**src/rtl/shift_serializer_pkg.sv**
```systemverilog
// Shared types and constants for the parallel-in, serial-out transmitter.
package shift_serializer_pkg;

    typedef enum logic [1:0] {
        ST_IDLE  = 2'd0,
        ST_SHIFT = 2'd1,
        ST_DONE  = 2'd2
    } state_e;

    // Output values after reset and after an abort
    localparam logic RST_READY   = 1'b1;
    localparam logic RST_Q       = 1'b0;
    localparam logic RST_Q_VALID = 1'b0;
    localparam logic RST_LAST    = 1'b0;
    localparam logic RST_DONE    = 1'b0;

endpackage

```
**src/rtl/shift_bit_counter.sv**
```systemverilog
// Bit-position counter for the serializer: counts the bits already sent
// and flags the final bit position of a WIDTH-bit frame.
module shift_bit_counter #(
    parameter int WIDTH = 8
) (
    input  logic                     clock_i,
    input  logic                     reset_ni,
    input  logic                     en_i,
    input  logic                     clr_i,
    output logic [$clog2(WIDTH)-1:0] count_o,
    output logic                     tc_o
);

    localparam int CW = $clog2(WIDTH);
    localparam logic [CW-1:0] LAST_IDX = CW'(WIDTH - 1);

    logic [CW-1:0] count_q;
    logic [CW-1:0] count_d;

    // Clear wins over enable so a new frame always starts from position zero
    always_comb begin
        count_d = count_q;
        if (clr_i) begin
            count_d = '0;
        end else if (en_i) begin
            count_d = count_q + 1'b1;
        end
    end

    // Counter register with asynchronous reset to zero
    always_ff @(posedge clock_i or negedge reset_ni) begin
        if (!reset_ni) begin
            count_q <= '0;
        end else begin
            count_q <= count_d;
        end
    end

    assign count_o = count_q;
    assign tc_o    = (count_q == LAST_IDX);

endmodule

```
**src/rtl/shift_serializer.sv**
```systemverilog
// Parallel-in, serial-out transmitter. A word accepted on load is sent one
// bit per clock with q_valid/last qualifiers, followed by a one-cycle done
// pulse. Supports stalling with hold and aborting with clear.
module shift_serializer
    import shift_serializer_pkg::*;
#(
    parameter int WIDTH     = 8,
    parameter bit MSB_FIRST = 1'b1
) (
    input  logic             clock,
    input  logic             reset,
    input  logic             load,
    input  logic [WIDTH-1:0] d,
    input  logic             hold,
    input  logic             clear,
    output logic             ready,
    output logic             q,
    output logic             q_valid,
    output logic             last,
    output logic             done
);

    localparam int CW = $clog2(WIDTH);
    localparam logic [CW-1:0] PRE_LAST_IDX = CW'(WIDTH - 2);

    state_e state_q;
    state_e state_d;

    logic [WIDTH-1:0] shreg_q;
    logic [WIDTH-1:0] shreg_d;
    logic [WIDTH-1:0] shifted;

    logic ready_q, ready_d;
    logic q_q, q_d;
    logic q_valid_q, q_valid_d;
    logic last_q, last_d;
    logic done_q, done_d;

    logic          accept;
    logic          advance;
    logic          cntEn;
    logic          cntClr;
    logic [CW-1:0] cnt;
    logic          cntTc;

    assign accept  = (state_q == ST_IDLE) && load && !clear;
    assign advance = (state_q == ST_SHIFT) && !hold;
    assign shifted = MSB_FIRST ? (shreg_q << 1) : (shreg_q >> 1);

    // The counter restarts on every new word, on abort and when the frame ends
    assign cntClr = clear || accept || (advance && cntTc);
    assign cntEn  = advance;

    shift_bit_counter #(
        .WIDTH(WIDTH)
    ) u_counter (
        .clock_i (clock),
        .reset_ni(reset),
        .en_i    (cntEn),
        .clr_i   (cntClr),
        .count_o (cnt),
        .tc_o    (cntTc)
    );

    // State register
    always_ff @(posedge clock or negedge reset) begin
        if (!reset) begin
            state_q <= ST_IDLE;
        end else begin
            state_q <= state_d;
        end
    end

    // Next-state logic; abort overrides every transition
    always_comb begin
        state_d = state_q;
        if (clear) begin
            state_d = ST_IDLE;
        end else begin
            unique case (state_q)
                ST_IDLE:  if (load) state_d = ST_SHIFT;
                ST_SHIFT: if (!hold && cntTc) state_d = ST_DONE;
                ST_DONE:  state_d = ST_IDLE;
                default:  state_d = ST_IDLE;
            endcase
        end
    end

    // Next values of the shift register and the registered outputs
    always_comb begin
        shreg_d   = shreg_q;
        ready_d   = RST_READY;
        q_d       = RST_Q;
        q_valid_d = RST_Q_VALID;
        last_d    = RST_LAST;
        done_d    = RST_DONE;
        if (!clear) begin
            unique case (state_q)
                ST_IDLE: begin
                    if (load) begin
                        shreg_d   = d;
                        ready_d   = 1'b0;
                        q_d       = MSB_FIRST ? d[WIDTH-1] : d[0];
                        q_valid_d = 1'b1;
                    end
                end
                ST_SHIFT: begin
                    ready_d = 1'b0;
                    if (hold) begin
                        q_d       = q_q;
                        q_valid_d = 1'b1;
                        last_d    = last_q;
                    end else if (cntTc) begin
                        done_d = 1'b1;
                    end else begin
                        shreg_d   = shifted;
                        q_d       = MSB_FIRST ? shifted[WIDTH-1] : shifted[0];
                        q_valid_d = 1'b1;
                        last_d    = (cnt == PRE_LAST_IDX);
                    end
                end
                ST_DONE: begin
                    ready_d = 1'b1;
                end
                default: begin
                    ready_d = RST_READY;
                end
            endcase
        end
    end

    // Datapath and output registers, cleared asynchronously so a reset drops the frame at once
    always_ff @(posedge clock or negedge reset) begin
        if (!reset) begin
            shreg_q   <= '0;
            ready_q   <= RST_READY;
            q_q       <= RST_Q;
            q_valid_q <= RST_Q_VALID;
            last_q    <= RST_LAST;
            done_q    <= RST_DONE;
        end else begin
            shreg_q   <= shreg_d;
            ready_q   <= ready_d;
            q_q       <= q_d;
            q_valid_q <= q_valid_d;
            last_q    <= last_d;
            done_q    <= done_d;
        end
    end

    assign ready   = ready_q;
    assign q       = q_q;
    assign q_valid = q_valid_q;
    assign last    = last_q;
    assign done    = done_q;

endmodule

```
**config.mk**
```make
export PLATFORM = sky130hd
export DESIGN_NAME = shift_serializer
export DESIGN_NICKNAME = d
export VERILOG_FILES = /design/src/rtl/shift_serializer_pkg.sv /design/src/rtl/shift_bit_counter.sv /design/src/rtl/shift_serializer.sv
export SDC_FILE = /design/constraint.sdc
export NUM_CORES = 1
export LEC_CHECK = 0
export CORE_AREA = 8 8 50 52
export DETAILED_ROUTE_END_ITERATION = 16
export DIE_AREA = 0 0 58 60
export GPL_TIMING_DRIVEN = 0
export HOLD_SLACK_MARGIN = 0.03
export PLACE_DENSITY = 0.87
export SLEW_MARGIN = 40
export SYNTH_ARGS = -nofsm -noshare
export SYNTH_HDL_FRONTEND = slang
export SYNTH_SLANG_ARGS = --single-unit
export TNS_END_PERCENT = 10
```
**constraint.sdc**
```tcl
create_clock -name clock -period 4.8 [get_ports clock]
set_input_delay 0.72 -clock clock [delete_from_list [all_inputs] [get_ports clock]]
set_output_delay 0.72 -clock clock [all_outputs]
set_load 0.01 [all_outputs]
```
## Yosys cells after proc, flatten, opt, wreduce, memory -nomap -nowiden

Index checks and enable logic that the tools add are counted.

| storage, ports and cells | value |
|---|---|
| output and inout port bits | 5 |
| logic and storage cells | 64 |
| register bits | 17 |
| bits of input ports | 13 |

| operators by class | value |
|---|---|
| equal/unequal tests | 9 |
| add/sub/neg operators | 1 |
| reduce and logical (&&, ||, !) cells | 14 |
| bitwise logic cells | 1 |
| mux-type cells | 31 |

Operator list:

| cell | count |
|---|---|
| 7-bit two-way mux | 3 |
| 1-bit two-way mux | 18 |
| 7-bit case mux with 2 select lines | 1 |
| 3-bit == test (second input constant) | 2 |
| 2-bit two-way mux | 3 |
| 3-bit two-way mux | 2 |
| 2-bit != test (second input constant) | 3 |
| 3-bit != test (second input constant) | 2 |
| 1-bit case mux with 2 select lines | 3 |
| 1-bit logical AND | 5 |
| 5-bit AND reduction | 1 |
| 2-bit case mux with 2 select lines | 1 |
| 2-bit nonzero test | 2 |
| 3-bit by 1-bit adder with 3-bit output (second input constant) | 1 |
| 3-bit by 2-bit != test with 1-bit output (second input constant) | 1 |
| 2-bit by 1-bit == test with 1-bit output (second input constant) | 1 |
| 1-bit logical NOT | 2 |
| 2-bit logical NOT | 1 |
| 1-bit logical OR | 2 |
| 2-bit AND reduction | 1 |
| 1-bit inverter | 1 |

## Depth between registers and ports, before layout

Gate-level depths: netlist of run 1.

| logic depth | value |
|---|---|
| depth in word-level cells | 6 |
| depth in mapped cells | 6 |
| gate-level depth less buffers | 5 |

## Modules after synthesis

Synthesis of run 1 repeated with hierarchy kept, for this count alone.

| unflattened totals | value |
|---|---|
| cell total of the unflattened synthesis | 66 |
| area total of the unflattened synthesis | 865.8 um^2 |

Modules (own cells, without submodules):

| module | instances | cells each | area each (um^2) | sequential area each (um^2) |
|---|---|---|---|---|
| shift_serializer | 1 | 55 | 725.7 | 351.6 |
| shift_bit_counter | 1 | 11 | 140.1 | 75.1 |

## Worst setup path before layout of run 1

No wires, ideal clock.

| timing path | value |
|---|---|
| path type | register -> register |
| from | reg u_counter.count_q[0], in the netlist u_counter.count_o[0] |
| to | reg shreg_q[1] |
| clock period less this slack | 1.826 ns |
| setup slack | 2.974 ns |
| required time | 4.675 ns |
| buffers on the path | 1 |
| arrival time | 1.700 ns |
| stages on the path, launching flop included | 7 |
| library setup time | 0.125 ns |
| cell sequence | dfrtp_1 -> ha_1 -> ha_1 -> nor3b_1 -> o21a_1 -> buf_6 -> mux2_4 |

| on the way | value |
|---|---|
| word-level cells in the longest chain between the ends | 3 |

Ends and longest elaborated chain:

| item | RTL line | source |
|---|---|---|
| start: declaration | shift_bit_counter.sv:17 | `logic [CW-1:0] count_q;` |
| start signal: assignment | shift_bit_counter.sv:35 | `count_q <= count_d;` |
| 3-bit == test | shift_bit_counter.sv:40 | `assign tc_o = (count_q == LAST_IDX);` |
| 2-bit != test (no line) | n/a |  |
| 5-bit AND reduction (no line) | n/a |  |
| end signal: assignment | shift_serializer.sv:142 | `shreg_q <= shreg_d;` |
| end: declaration | shift_serializer.sv:29 | `logic [WIDTH-1:0] shreg_q;` |

No other way between the ends.
A chain may end at the register's enable or synchronous reset.

## Final worst setup path of run 1

| timing path | value |
|---|---|
| from | in hold |
| to | reg shreg_q[4] |

| on the way | value |
|---|---|
| word-level cells in the longest chain between the ends | 2 |

Ends and longest elaborated chain:

| item | RTL line | source |
|---|---|---|
| start: declaration | shift_serializer.sv:14 | `input logic hold,` |
| 2-bit != test (no line) | n/a |  |
| 5-bit AND reduction (no line) | n/a |  |

No other way between the ends.

==> run_results.csv, run 1 <==
group,metric,value,unit
status,status,"completed",
floorplanning,start_util,0.487,
floorplanning,die_w,58,um
placement,port_buffers,17,
setup_path,reg2regPathDepth,6,
logic_synthesis,ys_seq_area_frac,0.486,
setup_path,critPathCaptureType,"register",
final_layout,syn2layout_area_growth,24.4,%
power_and_ir_drop,leakage,0.512,nW
logic_synthesis,synth.most_common_cell,"dfrtp_1",
logic_synthesis,yosys.area_share.adder,0.0428,
run,drv_cap,0,
placement,post-dp-hpwl,1290,um
power_and_ir_drop,combPwrFrac,0.241,
logic_synthesis,synthMuxAreaShare,0.205,
hold_path,hold_path.class,"input pin to asynchronous set/reset pin",
clock_tree,cts_made_buffers,3,
logic_synthesis,netlist_top_cells_area,"dfrtp_1 46%, mux2_4 21%, ha_1 4.3%",
sta,finalSetupTns,0,ps
final_layout,n_antenna_cell,0,
sta,finClkSkew,3.14,ps
routing,wl_per_cell,16.1,um
setup_path,cp.arrival,2330,ps
clock_tree,root_buffer,"clkbuf_4",
routing,via_per_inst,5.66,
clock_tree,clkSlewWorstSetupHoldPaths,100,ps
logic_synthesis,synthArstFlopShare,1.00,
logic_synthesis,synth_common_cells,"16 x dfrtp_1, 12 x mux2_4, 4 x nand2_1",
setup_path,crit_type,"input pin to register",
power_and_ir_drop,p_switching,0.0000830,W
setup_path,r2r_slack,2770,ps
clock_tree,clk_path_buf_depth,2,
setup_path,worstSetupStartpoint,"hold",
logic_synthesis,yosysTopAreaCellShare,0.456,
routing,drtIter0Drc,9,
logic_synthesis,synth_top_cell_by_area,"dfrtp_1",
setup_path,crit_end,"shreg_q[4]$_DFFE_PN0P_",
clock_tree,cts_resized,0,
logic_synthesis,synth_seq_cells,17,
global_route,grt_max_degree,18,
clock_tree,clock_sinks,17,
floorplanning,die_h,60,um
floorplanning,dieArea,3480,um2
clock_tree,cts_setup_buffers,0,
routing,route.detailed.drc,0,
floorplanning,row_count,16,
global_route,grt_pass1_wl,2850,um
clock_tree,cts_hold_buf,0,
power_and_ir_drop,p_int,0.000248,W
sta,worst_slew_pin_slew,491,ps
logic_synthesis,yosysUniqueCellTypes,24,
logic_synthesis,synth-xor-area-share,0,
sta,finalSetupViolCount,0,
logic_synthesis,synth-simple-area-share,0.117,
logic_synthesis,syn-num-nets,83,
routing,dr.pass1.iters,4,
sta,hold_ws,330,ps
sta,relSlewSlack,0.671,
global_route,antenna_found_initial,0,
sta,min_period,2140,ps
global_route,gr-total-overflow,0,
routing,antenna_left,0,
setup_path,worst-path-max-fanout,7,
logic_synthesis,synth_top_family_by_area,"multiplexers",
logic_synthesis,syn-cell-area,877,um2
sta,slew_viol_final,0,
setup_path,r2r_end,"shreg_q[4]$_DFFE_PN0P_",
clock_tree,cts_tree,"yes",
routing,wirelength,1710,um
setup_path,timing.rr.start,"u_counter.count_o[0]$_DFFE_PN0P_",
routing,via_count,600,
global_route,first_global_vias,619,
logic_synthesis,synth-edff-count,0,
logic_synthesis,syn_avg_cell_area,13.1,um2
power_and_ir_drop,clkPwrFrac,0.234,
power_and_ir_drop,power.density,303,nW/um2
logic_synthesis,synth_cells,67,
logic_synthesis,ys.warnings.count,0,
floorplanning,io_pins,18,
sta,rsz0062_at_grt,"false",
power_and_ir_drop,p_sw_frac,0.251,
final_layout,finalNetCount,105,
power_and_ir_drop,ir_drop,0.000200,V
floorplanning,design.core.area,1800,um2
sta,period_share,0.446,
setup_path,setup.worst_path.start_class,"input pin",
logic_synthesis,synthFlopType,"dfrtp_1",
logic_synthesis,synth-compound-area-share,0.0970,
clock_tree,cts_max_level,1,
global_route,global_route.usage.total,0.112,
placement,place_congestion,0.788,
sta,fmax,467,MHz
clock_tree,clk_latency,290,ps
setup_path,crit_required,4990,ps
power_and_ir_drop,pwr-share-seq,0.526,
sta,finalHoldViolations,0,
final_layout,layout-drive-gt1-share,0.250,
## per-stage QoR
stage               area, um2  utilization  total power, W  worst slack [ps]  instances
floorplan                 877            -        0.000229              2970         67
global placement         1070        0.594        0.000252              2380        102
detailed placement       1070        0.594        0.000257              2390        102
CTS                      1100        0.608        0.000335              2700        106
global route             1090        0.606        0.000351              2600        106
finish                   1090        0.606        0.000331              2660        106
## placed cells by master (no fill, tap or decap), types with 2 or more instances in the layout
cell and count:
o21ai_0 2, dfrtp_1 16, mux2_4 12, buf_6 3, clkbuf_4 3, a21oi_1 2, a31oi_1 2, ha_1 3
nand2_1 4, and4_1 2, nor3b_1 2, nor2b_1 2, nor2_1 3, inv_1 3, clkdlybuf4s50_1 16
## critical path, stage by stage
cell,delay (ps)
clkdlybuf4s50_1,520
nor3b_1,440
o21a_1,180
buf_6,150
mux2_4,310
## layout make-up
type | count | area, um2
tap | 18 | 22.5
fill | 145 | 711
clock buffer | 4 | 26.3
buffer | 3 | 33.8
inverter | 3 | 11.3
sequential | 17 | 427
timing repair buffer | 17 | 165
multi-input combinational | 44 | 405
## kinds of logic (layout without fill, tap and decap cells)
group / after synthesis / in the layout
buffers and inverters: 6 / 27
muxes: 12 / 12
and+or+nand+nor: 17 / 17
AOI/OAI and AO/OA: 12 / 12
DFF: 17 / 17
adders and majority gates: 3 / 3
## power groups by stage
stage | combinational (W) | sequential (W) | clock (W)
global route | 0.0000864 | 0.000176 | 0.0000886
floorplan | 0.0000549 | 0.000174 | 0
finish | 0.0000796 | 0.000174 | 0.0000774
global placement | 0.0000772 | 0.000175 | 0
detailed placement | 0.0000801 | 0.000177 | 0
CTS | 0.0000808 | 0.000174 | 0.0000804
## routing by layer
layer	global-route usage	share of wire	vias to the layer above
met3	0.0172	0.031	5
li1	-	-	288
met4	0.0839	0.029	0
met2	0.189	0.51	11
met5	0	0	-
met1	0.124	0.42	296
## flip-flops by register name (all words and copies together), names as in the netlist
register           cells
q_valid                1
q                      1
state_q                2
u_counter.count_o      3
done                   1
last                   1
shreg_q                7
ready                  1
## how the worst min path moves through the flow
stage	from	end	slack, ps	cells after the start
after detailed placement	shreg_q[2]$_DFFE_PN0P_	shreg_q[2]$_DFFE_PN0P_	500	1
final	reset	shreg_q[4]$_DFFE_PN0P_	330	1
after floorplan	reset	done$_DFF_PN0_	420	0
after CTS	shreg_q[1]$_DFFE_PN0P_	shreg_q[1]$_DFFE_PN0P_	520	1
after global routing	reset	shreg_q[6]$_DFFE_PN0P_	340	1
after global placement	u_counter.count_o[0]$_DFFE_PN0P_	u_counter.count_o[0]$_DFFE_PN0P_	490	1
Note: power is estimated with default switching activity, not from simulation.
==> run 2, diff against run 1 <==
Settings changed: CORE_AREA 8 8 50 52 to 8 8 52 54, DIE_AREA 0 0 58 60 to 0 0 60 62, PLACE_DENSITY 0.87 to 0.81.
Clock period 4.8 ns to 2.2 ns, I/O delays scaled along.
==> run 2 against run 1 <==
Net effect: register-to-register slack worse by 2600 ps; sequential power is 120% higher; core utilization is 2.1 points lower; die area is 6.9% higher; final area is 1.9% higher; final cell count is 9.4% higher; first-iteration DRC count is 22% higher; combinational power is 110% higher; critical path type is now register to register.
==> run_results.csv, run 2 (synthesized netlist as in run 1, its figures left out) <==
group,metric,value,unit
status,status,"completed",
floorplanning,dieArea,3720,um2
setup_path,critPathMaxStageDelay,450,ps
placement,post-dp-hpwl,1180,um
clock_tree,clk_latency,290,ps
setup_path,r2r_slack,130,ps
setup_path,setup.worst_path.start_class,"register",
global_route,gr-total-overflow,0,
final_layout,layout-drive-gt1-share,0.247,
global_route,global_route.usage.total,0.0949,
floorplanning,io_pins,18,
power_and_ir_drop,ir_drop,0.000317,V
routing,drtIter0Drc,11,
global_route,grt_pass1_wl,2550,um
floorplanning,row_count,16,
sta,relSlewSlack,0.680,
routing,wirelength,1540,um
final_layout,regMostFlops,"shreg_q",
routing,routed-wl-met2,725,um
sta,finalSetupTns,0,ps
routing,met1_length,704,um
setup_path,worst-path-max-fanout,7,
routing,routed.top_layer,"met4",
global_route,antenna_found_initial,0,
floorplanning,die_h,62,um
sta,worst_slew_pin_slew,479,ps
sta,slew_viol_final,0,
routing,wl_per_cell,13.3,um
clock_tree,clk_path_buf_depth,2,
sta,finClkSkew,7.05,ps
global_route,grt_max_degree,18,
final_layout,finalNetCount,106,
clock_tree,cts_made_buffers,3,
setup_path,path_cells,"ha_1 -> ha_1 -> nor3b_1 -> o21a_1 -> buf_6 -> mux2_4",
setup_path,crit_type,"register to register",
setup_path,slowest_stage,"nor3b_1",
final_layout,syn2layout_area_growth,26.8,%
power_and_ir_drop,finalPower,0.000709,W
floorplanning,start_util,0.461,
routing,routed-wl-met3,77,um
hold_path,hold_path.class,"input pin to asynchronous set/reset pin",
clock_tree,root_buffer,"clkbuf_4",
final_layout,fin_util,0.585,
run,drv_cap,0,
power_and_ir_drop,power.density,637,nW/um2
routing,antenna_left,0,
global_route,first_global_vias,574,
setup_path,worst_path_most_repeated_cell,"ha_1",
final_layout,largest_register_ffs,7,
clock_tree,cts_resized,0,
sta,rsz0062_at_grt,"false",
clock_tree,cts_tree,"yes",
clock_tree,cts_max_level,1,
clock_tree,clock_sinks,17,
setup_path,reg2regPathDepth,6,
placement,place_congestion,0.761,
routing,dr.pass1.iters,4,
clock_tree,clkSlewWorstSetupHoldPaths,90,ps
sta,finalSetupViolCount,0,
final_layout,n_antenna_cell,0,
routing,route.detailed.drc,0,
sta,min_period,2070,ps
setup_path,worstSetupStartpoint,"u_counter.count_o[0]$_DFFE_PN0P_",
setup_path,timing.rr.start,"u_counter.count_o[0]$_DFFE_PN0P_",
setup_path,r2r_end,"shreg_q[3]$_DFFE_PN0P_",
power_and_ir_drop,leakage,0.516,nW
setup_path,crit_required,2370,ps
sta,fmax,482,MHz
placement,port_buffers,17,
floorplanning,die_w,60,um
floorplanning,design.core.area,1900,um2
routing,via_count,576,
setup_path,cp.arrival,2250,ps
sta,period_share,0.943,
routing,via_per_inst,4.97,
sta,finalHoldViolations,0,
setup_path,critPathCaptureType,"register",
final_layout,final_cell_mix,"16 x dfrtp_1, 16 x clkdlybuf4s50_1, 12 x mux2_4",
## run 2: changes by cell type in the layout (fill, tap and decap cells not counted)
cell and delta:
dlygate4sd3_1 +1
## run 2: worst max-delay path by stage
stage / endpoint / depth (start not counted)
2_1_floorplan: shreg_q[1]$_DFFE_PN0P_ / 6
3_3_place_gp: shreg_q[1]$_DFFE_PN0P_ / 5
3_5_place_dp: shreg_q[1]$_DFFE_PN0P_ / 5
4_1_cts: shreg_q[3]$_DFFE_PN0P_ / 6
5_1_grt: shreg_q[3]$_DFFE_PN0P_ / 6
6_report: shreg_q[3]$_DFFE_PN0P_ / 6
## run 2: cell type report
class / instances / area [um2]
Multi-Input combinational cell: 44 / 405
Tap cell: 27 / 33.8
Sequential cell: 17 / 427
Inverter: 3 / 11.3
Buffer: 3 / 33.8
Fill cell: 156 / 790
Clock buffer: 4 / 26.3
Timing Repair Buffer: 18 / 175
## run 2: power by group
group | internal (W) | switching (W) | total, W
logic | 0.000117 | 0.0000548 | 0.000171
clock network | 0.0000705 | 0.0000897 | 0.000160
registers | 0.000355 | 0.0000225 | 0.000378
## run 2: worst max-delay path, delay by kind of cell, from the launching register on
family / cells / cell delay (ps)
AO/OA/AOI/OAI: 1 / 180
adder cells (fa/ha/maj): 2 / 470
buffers and inverters: 1 / 140
flip-flops: 1 / 410
multiplexers: 1 / 300
AND/OR/NAND/NOR: 1 / 450
## run 2: stage by stage
stage	setup slack, ps	instance area [um2]	hold WS (ps)	instances
after floorplan	374	877	34.4	67
after global placement	155	1080	493	111
after detailed placement	133	1080	492	111
after CTS	124	1110	492	115
after global routing	3.22	1110	515	116
final	126	1110	479	116
## run 2: timing repair
| action | in CTS | in global routing |
|---|---|---|
| hold buffers | 0 | 1 |
| hold endpoints to repair | 0 | 16 |
| buffers inserted | 0 | 0 |
## run 2: per-layer routing
metal  vias up  GRT usage
met5         -          0
met4         0     0.0510
met3         2     0.0453
met2        14      0.145
met1       275      0.108
li1        285          -
